===== config.mk =====
export PLATFORM = sky130hd
export DESIGN_NAME = down_count_arbiter
export DESIGN_NICKNAME = d
export VERILOG_FILES = /design/src/rtl/down_count_arbiter.sv
export SDC_FILE = /design/constraint.sdc
export NUM_CORES = 1
export LEC_CHECK = 0
export BUFFER_PORTS_ARGS = -buffer_cell sky130_fd_sc_hd__buf_2
export CELL_PAD_IN_SITES_DETAIL_PLACEMENT = 1
export CELL_PAD_IN_SITES_GLOBAL_PLACEMENT = 2
export CORE_ASPECT_RATIO = 1.5
export CORE_MARGIN = 3
export CORE_UTILIZATION = 30
export CTS_BUF_LIST = sky130_fd_sc_hd__clkbuf_8
export DETAILED_ROUTE_END_ITERATION = 8
export PLACE_DENSITY_LB_ADDON = 0.1
export SYNTH_ARGS = -nofsm -noshare
export SYNTH_HDL_FRONTEND = slang
export SYNTH_SLANG_ARGS = --single-unit

===== constraint.sdc =====
create_clock -name clk -period 2.7 [get_ports clk]
set_clock_uncertainty 0.1 [all_clocks]
set_input_delay 0.405 -clock clk [delete_from_list [all_inputs] [get_ports clk]]
set_output_delay 0.405 -clock clk [all_outputs]
set_load 0.005 [all_outputs]

===== src/rtl/down_count_arbiter.sv =====
// down_count_arbiter: two-requester round-robin arbiter that owns a shared down-counter
module down_count_arbiter #(
  parameter int WIDTH = 8
) (
  input  logic             clk,
  input  logic             reset,
  input  logic [1:0]       req,
  input  logic [WIDTH-1:0] load_val0,
  input  logic [WIDTH-1:0] load_val1,
  input  logic             abort,
  output logic [1:0]       grant,
  output logic             busy,
  output logic [WIDTH-1:0] count_out,
  output logic [1:0]       done
);
  typedef enum logic [1:0] {IDLE, COUNT, DONE} state_t;
  state_t           r_state, w_next;
  logic             r_ptr;
  logic [1:0]       r_grant;
  logic [WIDTH-1:0] r_count;
  logic             w_sel;
  logic             w_release;
  assign w_sel     = (req == 2'b11) ? r_ptr : req[1];
  assign w_release = (r_state == COUNT && abort) || r_state == DONE;
  always_comb begin
    w_next = r_state;
    case (r_state)
      IDLE:    w_next = |req ? COUNT : IDLE;
      COUNT:   w_next = abort ? IDLE : (r_count == '0 ? DONE : COUNT);
      default: w_next = IDLE;
    endcase
  end
  always_ff @(posedge clk) begin
    if (reset) begin
      r_state <= IDLE;
      r_ptr   <= 1'b0;
      r_grant <= 2'b00;
      r_count <= '0;
    end else begin
      r_state <= w_next;
      if (r_state == IDLE && |req) begin
        r_grant <= w_sel ? 2'b10 : 2'b01;
        r_count <= w_sel ? load_val1 : load_val0;
      end else if (r_state == COUNT && !abort && r_count != '0) begin
        r_count <= r_count - 1'b1;
      end
      // the requester just released loses priority to the other one
      if (w_release) begin
        r_grant <= 2'b00;
        r_ptr   <= r_grant[0];
      end
    end
  end
  assign grant     = r_grant;
  assign busy      = r_state != IDLE;
  assign count_out = r_count;
  assign done      = (r_state == DONE) ? r_grant : 2'b00;
endmodule

# Word level (Yosys, flattened, before mapping)
# Index checks and enable logic that the tools add are counted.
# word_totals
ff_bits,13
wordCells,31
output_inout_bits,13
# op_classes
n_reduce_logical,13
n_eq_ne,3
add_sub_neg,1
n_mux,10
# ops
cell,n
$mux W8,3
$logic_not A8 Y1,1
$mux W2,4
$reduce_bool A8 Y1,1
$sub A8 B1 Y8 const B,1
$eq A2 B2 Y1 const B,2
$logic_and A1 B1 Y1,4
$pmux W2 S2,1
$reduce_bool A2 Y1,2
$reduce_or A2 Y1,2
$eq A2 B1 Y1 const B,1
$logic_not A2 Y1,1
$mux W1,2
$logic_not A1 Y1,1
$logic_or A1 B1 Y1,1

# Depth between registers and ports, before layout
# Gate-level depths: netlist (run 1).
# depth
word_depth,5
ltp_mapped,7

# Worst setup path before layout (run 1)
# OpenSTA, ideal clock, no wires.
# synth_timing
kind,flip-flop to flip-flop
startpoint,reg r_count[0] (netlist: count_out[0])
endpoint,reg r_count[6] (netlist: count_out[6])
stages_incl_launch_ff,7
t_arrival_ns,1.630
required_time_ns,2.529
setup_slack_ns,0.899
n_path_buf,0
path_cell_list,dfxtp_1 inv_1 ha_1 or4b_1 a2111oi_0 o32ai_1 a21oi_1
# synth_via
elab_chain_len,3
# synth_lines
element,line,rtl
start: declaration,20,logic [WIDTH-1:0] r_count;
start signal: assignment,43,r_count <= w_sel ? load_val1 : load_val0;
start signal: assignment,45,r_count <= r_count - 1'b1;
$sub A8 B1 Y8 / $reduce_bool A8 Y1 (equally long branches),"45, 44",
$mux W8 / $logic_and A1 B1 Y1 (equally long branches),44,end else if (r_state == COUNT && !abort && r_count != '0) begin
$mux W8 / $reduce_bool A2 Y1 (equally long branches),--,
# Parallel ways exist; a longest one is shown, timed or not. The select of a mux whose other input is x is not followed.
# A chain may end at the register's enable or synchronous reset.

# Worst setup path in the final report (run 1)
# Same ends and word-level chain as after synthesis.

==> impl_metrics.json, run 1 <==
{
  "yosysTopAreaCellShare_pct": 30.5,
  "cts.sinks": 13,
  "wire_per_inst_um": 16.5,
  "finalSetupTns_ns": 0,
  "routed_wl_um": 2750,
  "fin_area_um2": 1090,
  "hold_ws_ns": 0.321,
  "fin_crit_sh_pct": 76.0,
  "num_vias": 919,
  "ctsHoldBuffers": 0,
  "die_h_um": 71.4,
  "path_class": "flip-flop to flip-flop",
  "synth_commonest_cells": "dfxtp_1 (13), a21oi_1 (9)",
  "diodes": 0,
  "nets": 153,
  "drv_slew": 0,
  "power_density_nw_per_um2": 625,
  "hold_viol_final": 0,
  "cts_setup_buffers": 0,
  "vdd_drop_max_mv": 0.223,
  "num_rows": 23,
  "worstPathRequired_ns": 2.78,
  "crit_fanout": 4,
  "max-cap-violations": 0,
  "grt_pass1_wl_um": 4460,
  "clock_path_buffers": 2,
  "tritoncts": "built",
  "cts.htree.levels": 1,
  "cts_root_buf": "clkbuf_8",
  "worst_slew_pin_slew_ns": 0.456,
  "yosysMostFrequentCell": "dfxtp_1",
  "via_per_inst": 5.50,
  "synthesis.nets": 120,
  "first_global_vias": 923,
  "setup_viol": 0,
  "grt_max_degree": 20,
  "drive_above_1_share_pct": 32.3,
  "syn_inst": 98,
  "cts_buffers": 3,
  "yosys.area.top_type": "dfxtp_1",
  "slew-limit-headroom_pct": 68.8,
  "cellLeakagePower_nw": 0.486,
  "drc": 0,
  "grt_antenna_before_repair": 0,
  "rsz0062_at_grt": "no",
  "initial_core_util_pct": 31.6,
  "async_reset_ff_share_pct": 0,
  "synth_area_leaders": "dfxtp_1 (30%), and4b_1 (5.9%), a21oi_1 (5.3%)",
  "placed_cell_area_um2": 1040,
  "coreArea_um2": 2710,
  "synth_enable_flop_cells": 0,
  "die_w_um": 49.6,
  "port_buffers": 33,
  "drtAntennaViolNets": 0,
  "end_kind": "flip-flop",
  "clock_latency_ns": 0.25,
  "ys.flop_type": "dfxtp_1",
  "drt_iter0_drc": 22,
  "syn_area_per_cell_um2": 8.72,
  "hold_path_class": "input pin to flip-flop",
  "hpwlAfterDp_um": 2120,
  "die_area_um2": 3540,
  "ios": 34,
  "yosys_warnings": 0,
  "grt_overflow": 0,
  "clk_pin_slew_ns": 0.06,
  "seq_area_frac_synth_pct": 30.5,
  "grt_usage_pct": 16.3,
  "status": "finished, final reports clean",
  "ys_ff_latch": 13,
  "netlist_area_um2": 855,
  "firstDrtPassIters": 4,
  "period_needed_ns": 2.05,
  "area_delta_synth_final_pct": 27.4,
  "synth_cell_types": 39,
  "place.gp.congestion": 0.727,
  "crit_arrival_ns": 2.13,
  "cts_resized": 0,
  "worstSetupStartpointType": "flip-flop",
  "max_freq_mhz": 488
}
## worst max-delay path, cell delays in order (launching register included)
cell       delay, ns
dfxtp_1         0.33
inv_1           0.08
ha_1            0.25
or4b_1          0.49
a2111oi_0       0.41
o32ai_1         0.14
a21oi_1         0.18
## path summary, 6_finish.rpt
kind	from	to	slack [ns]	cells after the start
setup / recovery	count_out[0]	count_out[6]	0.65	6
hold / removal	load_val0[2]	count_out[2]	0.32	3
setup reg to reg	count_out[0]	count_out[6]	0.65	6
hold reg to reg	count_out[7]	count_out[7]	0.38	2
## where the power goes
group	switching (W)	internal [W]
Sequential	0.0000313	0.000219
Combinational	0.000135	0.000116
Clock	0.0000770	0.000102
## state kept, by name, summed over array words and instances (netlist names)
signal     flops
r_state        2
grant          2
count_out      8
r_ptr          1
## kinds of logic after synthesis
group                      Yosys count  synth area share, %
and+or+nand+nor                     42                 34.6
muxes                                1                 1.17
xor gates and xnor gates             1                 1.03
DFF                                 13                 30.5
buffers and inverters               11                 5.86
AOI/OAI and AO/OA                   29                 25.5
adders and majority gates            1                 1.46
## layout by cell type (no fill, tap or decap), drive strengths merged, types with 2 or more instances in the layout
cell / n
a311oi: 2
or2: 4
and4b: 5
inv: 5
and4: 5
and3b: 3
o32ai: 5
a2111oi: 4
nor3: 3
or3: 3
clkbuf: 3
a21oi: 9
dfxtp: 13
nor3b: 2
o311ai: 4
buf: 34
nand2: 5
nor2: 4
a22oi: 2
## cell type report
cell class	count	area (um^2)
fillers	362	1620
multi-input cells	74	544
flip-flops and latches	13	260
repair buffers	34	173
well taps	37	46.3
clock buffers	3	41.3
inverters	5	18.8
clock inverters	1	5.00
## routing by layer
layer	GRT usage, %	routed length, um	up-vias
li1	-	-	454
met1	17.4	1110	435
met2	31.1	1500	26
met3	2.49	106	4
met4	6.46	33	0
met5	0	0	-
## stage by stage
step           utilization [%]  setup slack, ns  power (W)  instances
2_1_floorplan                -            0.899   0.000418         98
3_3_place_gp              38.5            0.731   0.000500        163
3_5_place_dp              38.5            0.655   0.000506        163
4_1_cts                   40.2            0.626   0.000688        167
5_1_grt                   40.2            0.538   0.000723        167
6_report                  40.2            0.649   0.000680        167
Power figures use the tool's default switching activity.
==> run 2: changes to the inputs <==
- ABC_AREA: unset -> 1
- CORE_UTILIZATION: 30 -> 24
- clock period: 2.7 -> 2 ns (I/O delays scaled with it)
==> impl_metrics.json, run 2 <==
{
  "synthesis.nets": 177,
  "path_class": "flip-flop to flip-flop",
  "async_reset_ff_share_pct": 0,
  "grt_overflow": 0,
  "slowest_stage": "dfxtp_1",
  "critPathMaxStageDelay_ns": 0.30,
  "yosysMostFrequentCell": "nand2_1",
  "end_kind": "flip-flop",
  "cts_root_buf": "clkbuf_8",
  "via_per_inst": 4.52,
  "synth_area_leaders": "dfxtp_1 (30%), nand2_1 (20%), nor2_1 (14%)",
  "seq_area_frac_synth_pct": 29.5,
  "grt_busiest_layer": "met2",
  "hold_path_class": "input pin to flip-flop",
  "area_delta_synth_final_pct": 29.8,
  "cts_setup_buffers": 0,
  "crit_arrival_ns": 1.63,
  "worstPathCellList": "inv_1, ha_1, nand2_1, nor2_1, nor2_1, nor2_4, nand2_1, nand2_1, nor2_1",
  "p_sw_share_pct": 39.5,
  "drc": 0,
  "tritoncts": "built",
  "p_int_w": 0.000568,
  "drv_slew": 0,
  "p_clk_share_pct": 25.6,
  "switching_power_w": 0.000370,
  "die_h_um": 80.2,
  "ys.flop_type": "dfxtp_1",
  "rrSetupSlack_ns": 0.41,
  "die_w_um": 55.5,
  "cts_resized": 0,
  "nets": 215,
  "clock_path_buffers": 2,
  "drive_above_1_share_pct": 23.4,
  "cts_buffers": 3,
  "pwr-share-comb_pct": 38.5,
  "place.gp.congestion": 0.773,
  "firstDrtPassIters": 4,
  "yosys.area.top_type": "dfxtp_1",
  "cts.sinks": 13,
  "port_buffers": 33,
  "worstSetupStartpointType": "flip-flop",
  "drt_iter0_drc": 18,
  "die_area_um2": 4450,
  "final_common_cell": "nand2_1",
  "grt_use_met3_pct": 2.57,
  "hold_viol_final": 0,
  "num_vias": 1058,
  "power_density_nw_per_um2": 820,
  "syn_inst": 155,
  "period_needed_ns": 1.59,
  "syn_area_per_cell_um2": 5.68,
  "clk_pin_slew_ns": 0.06,
  "hpwlAfterDp_um": 2330,
  "diodes": 0,
  "ys_ff_latch": 13,
  "worstPathRequired_ns": 2.05,
  "wire_per_inst_um": 12.5,
  "grt_usage_pct": 14.4,
  "rsz0062_at_grt": "no",
  "max_freq_mhz": 631,
  "largest_register_ffs": 8,
  "fin_crit_sh_pct": 79.3,
  "finalSetupTns_ns": 0,
  "cellLeakagePower_nw": 0.613,
  "yosys_warnings": 0,
  "routed_wl_um": 2940,
  "ios": 34,
  "yosysTopAreaCellShare_pct": 29.5,
  "grt_max_degree": 11,
  "setup_viol": 0,
  "initial_core_util_pct": 25.3,
  "cts.htree.levels": 1,
  "utilization_pct": 32.9,
  "grt.met2_usage_pct": 28.0,
  "worst_slew_pin_slew_ns": 0.475,
  "final_cell_mix": "nand2_1 (48), buf_2 (33), nor2_1 (32), inv_1 (19), nand3_1 (15)",
  "synth_cell_types": 19,
  "synth_enable_flop_cells": 0,
  "met1_usage_pct": 15.5,
  "max-cap-violations": 0,
  "status": "finished, final reports clean",
  "fillers": 478,
  "vdd_drop_max_mv": 0.324,
  "crit_fanout": 9,
  "grt_antenna_before_repair": 0,
  "num_rows": 26,
  "seq_power_share_pct": 35.8,
  "synth_commonest_cells": "nand2_1 (48), nor2_1 (32), inv_1 (18)",
  "slew-limit-headroom_pct": 68.3,
  "grt_pass1_wl_um": 5040,
  "ctsHoldBuffers": 0,
  "netlist_area_um2": 881,
  "clock_latency_ns": 0.25,
  "drtAntennaViolNets": 0,
  "coreArea_um2": 3480,
  "first_global_vias": 1114
}
run 2: kinds of logic after synthesis:
kind of cell / after synthesis / synth area share (%)
and+or+nand+nor: 105 / 50.7
AOI/OAI and AO/OA: 16 / 9.80
adders and majority gates: 1 / 1.42
DFF: 13 / 29.5
buffers and inverters: 20 / 8.52
run 2: power groups by stage:
stage / Combinational, W / Clock (W) / Sequential [W]
2_1_floorplan: 0.000244 / 0 / 0.000334
3_3_place_gp: 0.000367 / 0 / 0.000341
3_5_place_dp: 0.000367 / 0 / 0.000342
4_1_cts: 0.000371 / 0.000246 / 0.000336
5_1_grt: 0.000427 / 0.000257 / 0.000343
6_report: 0.000361 / 0.000240 / 0.000336
run 2: area by class of cell:
cell class	instances	area [um^2]	area share, %
clock buffers	3	41.3	3.61
well taps	42	52.6	4.60
multi-input cells	122	546	47.7
inverters	20	75.1	6.56
flip-flops and latches	13	260	22.8
clock inverters	1	3.75	0.328
repair buffers	33	165	14.4
run 2: per-layer routing:
metal	wire, um	part of all wire, %
met3	124	4.2
met4	41	1.4
met1	1290	44
met2	1480	50
met5	0	0
run 2: path summary, 6_finish.rpt:
kind | from | to | depth (start not counted)
max | count_out[0] | count_out[3] | 9
min | reset | r_state[0] | 2
max reg2reg | count_out[0] | count_out[3] | 9
min reg2reg | grant[0] | grant[0] | 2
run 2: metrics by stage:
| step | cells | setup WS, ns | instance area [um^2] | hold slack (ns) | power [W] |
|---|---|---|---|---|---|
| global route | 234 | 0.269 | 1140 | 0.157 | 0.00103 |
| floorplan | 155 | 0.634 | 881 | 0.272 | 0.000578 |
| global placement | 230 | 0.402 | 1100 | 0.375 | 0.000708 |
| CTS | 234 | 0.390 | 1140 | 0.148 | 0.000954 |
| finish | 234 | 0.415 | 1140 | 0.145 | 0.000938 |
| detailed placement | 230 | 0.409 | 1100 | 0.381 | 0.000709 |
run 2: critical path, delay by kind of cell (launching register included):
| kind | cells | cell delay (ns) |
|---|---|---|
| flops | 1 | 0.30 |
| buf+inv | 1 | 0.10 |
| simple gates | 7 | 0.73 |
| fa+ha+maj | 1 | 0.24 |
==> run 3: changes to the inputs <==
- CORE_UTILIZATION: 24 -> 21
- clock period: 2 -> 1.3 ns (I/O delays scaled with it)
==> impl_metrics.json, run 3 (synthesis gave the netlist of run 2 again) <==
{
  "worst_slew_pin_slew_ns": 0.357,
  "grt.met2_usage_pct": 28.9,
  "dpl.cell_count": 256,
  "utilization_pct": 36.7,
  "area_delta_synth_final_pct": 66.5,
  "die_area_um2": 5020,
  "coreArea_um2": 3990,
  "nets": 242,
  "grt_usage_pct": 15.4,
  "drtAntennaViolNets": 0,
  "slew-limit-headroom_pct": 76.0,
  "grt_busiest_layer": "met2",
  "ctsHoldBuffers": 0,
  "drive_above_1_share_pct": 46.6,
  "multi_input_area_um2": 657,
  "max_freq_mhz": 691,
  "drc": 0,
  "hold_viol_final": 0,
  "r2r_start": "count_out[0]",
  "die_h_um": 85.3,
  "power_density_nw_per_um2": 1220,
  "rrSetupSlack_ns": -0.05,
  "final-instance-count-excl-fill": 264,
  "switching_power_w": 0.000704,
  "num_rows": 28,
  "grt_pass1_wl_um": 6020,
  "place.gp.congestion": 0.729,
  "regArea_um2": 269,
  "grt_antenna_before_repair": 0,
  "met1_usage_pct": 17.4,
  "rsz0062_at_grt": "yes",
  "rr_endpoint": "count_out[3]",
  "max-cap-violations": 0,
  "p_int_w": 0.00109,
  "p_clk_share_pct": 20.5,
  "status": "complete, but fails checks",
  "placed_cell_area_um2": 1300,
  "hpwlAfterDp_um": 2870,
  "routed_wl_um": 3520,
  "seq_power_share_pct": 28.9,
  "p_sw_share_pct": 39.3,
  "vdd_drop_max_mv": 0.521,
  "largest_register_ffs": 8,
  "cts.sinks": 13,
  "grt_overflow": 0,
  "port_buffers": 33,
  "clock_latency_ns": 0.25,
  "setup_viol": 9,
  "fin_crit_sh_pct": 111,
  "hold_ws_ns": 0.0675,
  "final_cell_mix": "nand2_1 (43), buf_2 (33), buf_4 (25), nor2_1 (21), inv_1 (16)",
  "cts.htree.levels": 1,
  "fillers": 560,
  "clk_pin_slew_ns": 0.06,
  "grt_max_degree": 11,
  "num_vias": 1216,
  "final_common_cell": "nand2_1",
  "ios": 34,
  "fin_area_um2": 1470,
  "cts_root_buf": "clkbuf_8",
  "path_class": "flip-flop to output port",
  "via_per_inst": 4.61,
  "worstSetupStartpointType": "flip-flop",
  "tritoncts": "built",
  "clock_path_buffers": 2,
  "firstDrtPassIters": 4,
  "endpoint": "done[1]",
  "crit_arrival_ns": 1.15,
  "drt_iter0_drc": 16,
  "violations": "setup timing",
  "period_needed_ns": 1.45,
  "diodes": 0,
  "crit_fanout": 4,
  "final.setup.worst_slack_ns": -0.147,
  "drv_slew": 0,
  "worstPathRequired_ns": 1.00,
  "die_w_um": 58.9,
  "wire_per_inst_um": 13.3,
  "end_kind": "output port",
  "rr_worst_depth": 9,
  "pwr-share-comb_pct": 50.6,
  "cellLeakagePower_nw": 0.763,
  "critPathLaunch": "r_state[0]",
  "initial_core_util_pct": 22.1,
  "finalSetupTns_ns": -0.453,
  "cts_buffers": 3,
  "first_global_vias": 1326,
  "hold_path_class": "input pin to flip-flop",
  "grt_use_met3_pct": 1.98
}
run 3: power by group through the flow:
| stage | Combinational [W] | Clock [W] | Sequential, W |
|---|---|---|---|
| floorplan | 0.000398 | 0 | 0.000516 |
| global placement | 0.000768 | 0 | 0.000504 |
| detailed placement | 0.000788 | 0 | 0.000508 |
| CTS | 0.000872 | 0.000376 | 0.000513 |
| global route | 0.00103 | 0.000405 | 0.000525 |
| finish | 0.000905 | 0.000367 | 0.000518 |
run 3: layout make-up:
cell class | instances | share of cell area (%)
multi-input combinational | 123 | 44.8
timing repair buffer | 59 | 24.8
sequential | 13 | 18.3
inverter | 20 | 5.12
tap | 45 | 3.84
clock buffer | 3 | 2.82
clock inverter | 1 | 0.256
run 3: worst min path at each step:
stage	end	cells after the start	slack (ns)	start
6_report	r_state[1]	2	0.07	reset
5_1_grt	r_state[1]	2	0.07	reset
4_1_cts	r_state[0]	2	0.06	reset
3_5_place_dp	r_state[0]	2	0.32	reset
3_3_place_gp	r_state[0]	2	0.33	reset
2_1_floorplan	r_state[0]	1	0.17	reset
run 3: metrics by stage:
step	worst slack (ns)	power, W
2_1_floorplan	0.00959	0.000914
3_3_place_gp	-0.164	0.00127
3_5_place_dp	-0.237	0.00130
4_1_cts	-0.148	0.00176
5_1_grt	-0.185	0.00196
6_report	-0.147	0.00179
run 3: worst max-delay path, stage by stage (launching register included):
cell	delay, ns
dfxtp_2	0.34
buf_6	0.11
or2_4	0.24
nor2_2	0.11
buf_2	0.11
run 3: repair_timing:
action                                  in CTS  in global routing
pin swaps                                    8                  7
buffers inserted                             2                  1
endpoints found under the setup margin      12                 14
cloned                                       1                  0
resized for setup                           21                 15
run 3: metal layers:
metal  wire [um]  share of wire, %  vias up
li1            -                 -      616
met1        1370                39      572
met2        1990                57       23
met3         112               3.2        5
met4          43               1.2        0
met5           0                 0        -
